### src/rtl/chnl_rx.sv
// chnl_rx: RIFFA CHNL receiver. Host beats are buffered in a beat FIFO that
// records how many words of each beat belong to the transfer. A word gearbox
// then drops the padding words and repacks the stream into RX_WIDTH-bit words
// on a valid/ready output. Leftover words are carried into the next transfer.
module chnl_rx #(
   parameter int C_PCI_DATA_WIDTH = 64,
   parameter int RX_WIDTH         = 32,
   parameter int FIFO_DEPTH       = 16
) (
   input  logic                        clk,
   input  logic                        rst,
   output logic                        CHNL_RX_CLK,
   input  logic                        CHNL_RX,
   output logic                        CHNL_RX_ACK,
   input  logic                        CHNL_RX_LAST,
   input  logic [31:0]                 CHNL_RX_LEN,
   input  logic [30:0]                 CHNL_RX_OFF,
   input  logic [C_PCI_DATA_WIDTH-1:0] CHNL_RX_DATA,
   input  logic                        CHNL_RX_DATA_VALID,
   output logic                        CHNL_RX_DATA_REN,
   output logic                        o_val,
   input  logic                        o_rdy,
   output logic [RX_WIDTH-1:0]         o_data
);
   localparam int W   = C_PCI_DATA_WIDTH / 32;
   localparam int R   = RX_WIDTH / 32;
   localparam int CAP = R + W;
   localparam int AW  = $clog2(FIFO_DEPTH);
   localparam int NW  = $clog2(W + 1);
   localparam logic [31:0] W32   = 32'(W);
   localparam logic [31:0] R32   = 32'(R);
   localparam logic [31:0] CAP32 = 32'(CAP);
   localparam logic [AW:0] DEPTH_P = (AW + 1)'(FIFO_DEPTH);

   typedef enum logic [1:0] {S_IDLE, S_ACK, S_RECV, S_DONE} state_t;

   state_t                      state, state_next;
   logic [31:0]                 words_left, words_left_next;
   logic [31:0]                 take;
   logic                        push;

   logic [C_PCI_DATA_WIDTH-1:0] mem [FIFO_DEPTH];
   logic [NW-1:0]               mem_n [FIFO_DEPTH];
   logic [AW:0]                 wr_ptr, rd_ptr, fifo_count;
   logic                        fifo_full, fifo_empty, pop;
   logic [C_PCI_DATA_WIDTH-1:0] beat_masked;

   logic [CAP*32-1:0]           gbuf, gbuf_next;
   logic [31:0]                 held, held_rem, held_next, pop_n;
   logic                        out_fire;
   logic                        unused_inputs;

   assign CHNL_RX_CLK   = clk;
   assign unused_inputs = ^{CHNL_RX_LAST, CHNL_RX_OFF};

   assign fifo_count = wr_ptr - rd_ptr;
   assign fifo_full  = (fifo_count == DEPTH_P);
   assign fifo_empty = (wr_ptr == rd_ptr);
   assign take       = (words_left < W32) ? words_left : W32;
   assign push       = CHNL_RX_DATA_REN && CHNL_RX_DATA_VALID;

   assign o_val  = (held >= R32);
   assign o_data = gbuf[RX_WIDTH-1:0];

   // Transfer state and remaining word count, cleared by reset
   always_ff @(posedge clk) begin
      if (rst) begin
         state      <= S_IDLE;
         words_left <= '0;
      end else begin
         state      <= state_next;
         words_left <= words_left_next;
      end
   end

   // Handshake sequencing: capture length, ack once, accept beats, wait for host to drop
   always_comb begin
      state_next       = state;
      words_left_next  = words_left;
      CHNL_RX_ACK      = 1'b0;
      CHNL_RX_DATA_REN = 1'b0;
      case (state)
         S_IDLE: begin
            if (CHNL_RX) begin
               words_left_next = CHNL_RX_LEN;
               state_next      = S_ACK;
            end
         end
         S_ACK: begin
            CHNL_RX_ACK = 1'b1;
            state_next  = (words_left == '0) ? S_DONE : S_RECV;
         end
         S_RECV: begin
            CHNL_RX_DATA_REN = !fifo_full;
            if (CHNL_RX_DATA_VALID && !fifo_full) begin
               words_left_next = words_left - take;
               if (words_left == take)
                  state_next = S_DONE;
               else if (!CHNL_RX)
                  state_next = S_IDLE;
            end else if (!CHNL_RX) begin
               state_next = S_IDLE;
            end
         end
         S_DONE: begin
            if (!CHNL_RX)
               state_next = S_IDLE;
         end
         default: state_next = S_IDLE;
      endcase
   end

   // Zero the padding words of an incoming beat so the gearbox can OR-merge it
   always_comb begin
      beat_masked = '0;
      for (int k = 0; k < W; k++) begin
         if (32'(k) < take)
            beat_masked[32*k +: 32] = CHNL_RX_DATA[32*k +: 32];
      end
   end

   // Beat FIFO storage; contents need no reset since the pointers define validity
   always_ff @(posedge clk) begin
      if (push) begin
         mem[wr_ptr[AW-1:0]]   <= beat_masked;
         mem_n[wr_ptr[AW-1:0]] <= take[NW-1:0];
      end
   end

   // Beat FIFO pointers
   always_ff @(posedge clk) begin
      if (rst) begin
         wr_ptr <= '0;
         rd_ptr <= '0;
      end else begin
         if (push)
            wr_ptr <= wr_ptr + 1'b1;
         if (pop)
            rd_ptr <= rd_ptr + 1'b1;
      end
   end

   // Gearbox: retire R words on handshake, then append the head beat if it fits
   always_comb begin
      out_fire  = o_val && o_rdy;
      held_rem  = out_fire ? (held - R32) : held;
      pop       = !fifo_empty && ((held_rem + W32) <= CAP32);
      pop_n     = pop ? 32'(mem_n[rd_ptr[AW-1:0]]) : '0;
      held_next = held_rem + pop_n;
      gbuf_next = out_fire ? (gbuf >> RX_WIDTH) : gbuf;
      if (pop)
         gbuf_next = gbuf_next |
                     ({{((CAP - W) * 32){1'b0}}, mem[rd_ptr[AW-1:0]]} << (held_rem << 5));
   end

   // Gearbox residue register; words above the held count are kept at zero
   always_ff @(posedge clk) begin
      if (rst) begin
         gbuf <= '0;
         held <= '0;
      end else begin
         gbuf <= gbuf_next;
         held <= held_next;
      end
   end
endmodule

### config.mk
export PLATFORM = sky130hd
export DESIGN_NAME = chnl_rx
export DESIGN_NICKNAME = d
export VERILOG_FILES = /design/src/rtl/chnl_rx.sv
export SDC_FILE = /design/constraint.sdc
export NUM_CORES = 1
export LEC_CHECK = 0
export ABC_AREA = 1
export CAP_MARGIN = 20
export CORE_MARGIN = 2
export CORE_UTILIZATION = 45
export CTS_CLUSTER_DIAMETER = 40
export CTS_CLUSTER_SIZE = 16
export DETAILED_ROUTE_END_ITERATION = 12
export PLACE_DENSITY = 0.73
export SLEW_MARGIN = 30
export SYNTH_ARGS = -nofsm -noshare
export SYNTH_HDL_FRONTEND = slang
export SYNTH_SLANG_ARGS = --single-unit
export TNS_END_PERCENT = 20
### constraint.sdc
create_clock -name clk -period 6.4 [get_ports clk]
set_input_delay 1.28 -clock clk [delete_from_list [all_inputs] [get_ports clk]]
set_output_delay 1.28 -clock clk [all_outputs]
set_load 0.02 [all_outputs]
# Word-level counts from Yosys, hierarchy flattened
# Memories as Yosys holds them, arrays and structs flattened. A register that Yosys moved wholly into a read port is not among the register bits.
# Cells that the tools add are included.
# W data, S select, Z words.
dict set report word_totals {
  regBits 172
  mem_bits_rw 1056
  output_inout_bits 36
  memories 2
}
# memory depth width rd rd_ports_with_merged_regs wr line_no
set memory_table {}
lappend memory_table {mem 16 64 1 1 1 42} ;# logic [C_PCI_DATA_WIDTH-1:0] mem [FIFO_DEPTH];
lappend memory_table {mem_n 16 2 1 1 1 43} ;# logic [NW-1:0] mem_n [FIFO_DEPTH];
dict set report classes {
  add_sub_neg 7
  magnitude_cmp 5
  n_eq_ne 8
  shifts 1
  mux 24
  bitwise_logic 1
  n_reduce_logical 10
}
# operator n
set op_table {}
lappend op_table {{$mux W32} 6}
lappend op_table {{$mux W96} 2}
lappend op_table {{$or A96 B96 Y96} 1}
lappend op_table {{$shl A64 B32 Y96} 1}
lappend op_table {{$lt A1 B32 Y1 const A} 2}
lappend op_table {{$pmux W32 S2} 1}
lappend op_table {{$add A32 B2 Y32} 1}
lappend op_table {{$add A32 B2 Y32 const B} 1}
lappend op_table {{$eq A32 B32 Y1} 1}
lappend op_table {{$ge A32 B1 Y1 const B} 1}
lappend op_table {{$le A32 B2 Y1 const B} 1}
lappend op_table {{$logic_not A32 Y1} 1}
lappend op_table {{$lt A32 B2 Y1 const B} 1}
lappend op_table {{$sub A32 B1 Y32 const B} 1}
lappend op_table {{$sub A32 B32 Y32} 1}
lappend op_table {{$mux W4} 4}
lappend op_table {{$add A5 B1 Y5 const B} 2}
lappend op_table {{$mux W2} 5}
lappend op_table {{$pmux W2 S4} 1}
lappend op_table {{$eq A5 B5 Y1} 1}
lappend op_table {{$eq A5 B5 Y1 const B} 1}
lappend op_table {{$mux W1} 5}
lappend op_table {{$sub A5 B5 Y5} 1}
lappend op_table {{$eq A2 B2 Y1 const B} 2}
lappend op_table {{7 further kinds} 12}

# Longest topological paths before layout
dict set report logic_depth {
  word_depth 8
  ltp_mapped 42
  mapped_depth_nobuf 39
}

==> impl_results.md <==
- Grt ovf: 0
- Ant diodes: 0
- Antenna-violating nets left: 0
- Hold Vio Cnt, Final: 0
- Final TNS setup: 0 ns
- DR iter-0 viols: 4836
- Clock-pin slew on the worst setup and hold paths: 0.06 ns
- Final Skew: 0.03532 ns
- GRT Overall Usage: 23.34%
- Rows: 128
- Post-synth ARST share: 0%
- Max stage delay on crit path: 0.44 ns
- Cell Area, Synth: 0.05552 sq mm
- Sequential area share after synthesis: 63.46%
- Largest cells by area after synthesis: edfxtp_1 (57%), dfxtp_1 (6.3%), nand3_1 (4.8%)
- Post-Syn Nets: 5405
- Routed vias/inst: between 5 and 6
- Status: complete, no violations
- Initial Util: 45.49%
- Worst endpoint data arrival time: 6.49 ns
- Number of global-route vias before repair: 37020
- Met2 WL: around 70 mm
- Post-cts hold buffer count: 0
- Non-filler cells, final: roughly 7000
- Via count: just under 40000
- Uppermost layer routed: met5
- Post-Route M1 WL: 60.60 mm
- Met3 Routed Length: around 13 mm
- Worst EP required: about 7 ns
- Crit-path slowest cell: nor3_1
- Port Buffers: 136
- CP Launch Type: flop
- Critical path fanouts, max: 13
- Fillers: between 10000 and 15000
- Syn. warnings: 0
- Die Width: 355.3 um
- Unrepaired setup endpoints after global routing: false
- Largest net degree at the start of global routing: 193
- Most frequent cells in the layout: edfxtp_1 (1056), nand2_1 (697), inv_1 (530)
- Layout cell share with drive strength beyond 1: 9.222%
- Setup Viol. Count Final: 0
- Leak: 22.92 nW
- Setup CP Type: flop to flop
- CTS tree: built
- Maximum VDD drop: 0.0002147 V
- Wire per inst: 21.43 um
- Cell taking the most area after synthesis: edfxtp_1
- Worst setup EP type: flop
- Pwr per Cell Area: 292.4 mW/mm^2
- First-pass GRT wire length: 224.2 mm
- Worst Hold Class: flop to flop
- Max Freq: 0.1736 GHz
- Synth-to-layout area growth: 14.46%
- Most common cell after layout, fill and taps aside: edfxtp_1
- Max-slew headroom: 31.47%
- Top_reg_cell synth: edfxtp_1
- Post-DP HPWL: 85.65 mm
- Initial antenna violation count: 5
- Cell count after synthesis: 5256
- Die Y: 355.3 um
- I/O pin count: 169
- Die ar.: 0.1262 sq mm
- Yosys top cell area share: a little under three fifths
- Total Wirelength: 150.6 mm
- Max Cap Viol: 0
- WHS: 0.4623 ns
- Final slew viol count: 0
- Placed insts: 6756
- Final Cycle Share: 90.01%
- Gpl congestion: 0.9013
- Final period demand of the worst path: a little under 6 ns
- Mean Syn Cell Area: 10.56 sq um
- Worst skew pair latency: 0.87 ns
- Number of flops mapped to enable cells by yosys: 1056
- Yosys cell types: 50
- Final #Nets: 5432
- DRC viols: 0
- Worst-margin pin slew: 1.027 ns
- DR pass1 iterations: 6
- FF+latch count, synth: around 1200
- Core ar.: 0.1220 sq mm
-- where the power goes --
| part | total, mW | internal [mW] | switching (mW) | leakage [nW] |
|---|---|---|---|---|
| Combinational | 1.17 | 0.325 | 0.848 | 9.61 |
| Sequential | 8.84 | 8.78 | 0.0579 | 10.9 |
| Clock | 8.57 | 5.06 | 3.51 | 2.42 |
-- critical path, delay by kind of cell, from the launching register on --
kind	cells	cell delay, ns
flip-flops	1	0.31
AO/OA/AOI/OAI	3	0.46
buffers and inverters	8	0.83
adder cells (fa/ha/maj)	4	0.95
AND/OR/NAND/NOR	18	3.05
-- final timing paths --
check	to	slack [ns]	cells past startpoint	start
worst min-delay path	gbuf[71]$_SDFF_PP0_	0.46	2	gbuf[71]$_SDFF_PP0_
worst min register to register	gbuf[71]$_SDFF_PP0_	0.46	2	gbuf[71]$_SDFF_PP0_
worst max-delay path	held[22]$_SDFF_PP0_	0.64	33	held[0]$_SDFF_PP0_
worst max register to register	held[22]$_SDFF_PP0_	0.64	33	held[0]$_SDFF_PP0_
-- cell usage after synthesis (4+ instances only) --
cell type and count:
buf_4 45, nand2_1 697, o211ai_1 7, nor3_1 11, ha_1 15, clkbuf_1 205
clkinv_1 6, nand2_2 20, dfxtp_1 176, inv_2 12, inv_1 534, nor4_1 34
o221ai_1 16, a211oi_1 14, nor2_1 394, buf_6 11, a311oi_1 22, mux2i_1 256
a21oi_1 459, xor2_1 27, xnor2_1 7, nand3_1 529, o21ai_0 445, buf_2 15
nor2_4 8, buf_1 67, nand4_1 56, a31oi_1 17, mux2_2 47, nor2_2 17
o21ai_1 5, nand3_2 4, edfxtp_1 1056
-- what timing repair did --
item	4_1_cts	5_1_grt
hold endpoints to repair	0	0
setup buffers	0	4
endpoints found under the setup margin	0	13
resized for setup	0	2
-- final cells by class --
| type | instances | area (sq um) | share of cell area, % |
|---|---|---|---|
| repair buffers | 222 | 2218 | 3.491 |
| inverters | 552 | 2082 | 3.276 |
| multi-input cells | 3130 | 16900 | 26.59 |
| well taps | 1625 | 2033 | 3.200 |
| flip-flops and latches | 1232 | 35250 | 55.46 |
| clock inverters | 104 | 1276 | 2.008 |
| clock buffers | 160 | 3795 | 5.972 |
-- routing by layer --
metal / up-vias / global-route usage (%)
met1: 19100 / 30.90
met2: 1788 / 37.69
met4: 6 / 9.924
li1: 18440 / -
met5: - / 0
met3: 334 / 4.390
-- logic make-up (layout without fill, tap and decap cells) --
family / count (synthesis) / in the layout / share of synthesized area, %
other cells: 1 / 1 / 0.006754
flops: 1232 / 1232 / 63.46
simple gates: 1779 / 1779 / 14.06
fa+ha+maj: 16 / 16 / 0.3741
mux: 303 / 303 / 5.569
buf+inv: 895 / 1038 / 6.538
xor+xnor: 34 / 34 / 0.5364
compound gates: 996 / 997 / 9.458
-- registers in the layout, summed over array words and instances, names as in the netlist, named ones only --
name,count
held,32
mem,1024
rd_ptr,5
mem_n,32
wr_ptr,5
state,2
words_left,32
gbuf,96
-- stage by stage --
step / power [mW] / worst slack (ns) / util [%] / instance area (sq um)
after floorplan: 9.765 / 0.5677 / - / 55520
after global placement: 10.15 / 0.2838 / 47.83 / 58370
after detailed placement: 10.17 / 0.1820 / 47.84 / 58380
after CTS: 18.64 / 0.3429 / 51.98 / 63440
after global routing: 19.10 / 0.05247 / 52.07 / 63550
final: 18.58 / 0.6395 / 52.07 / 63550
No activity file was read; power rests on OpenSTA's default activity.
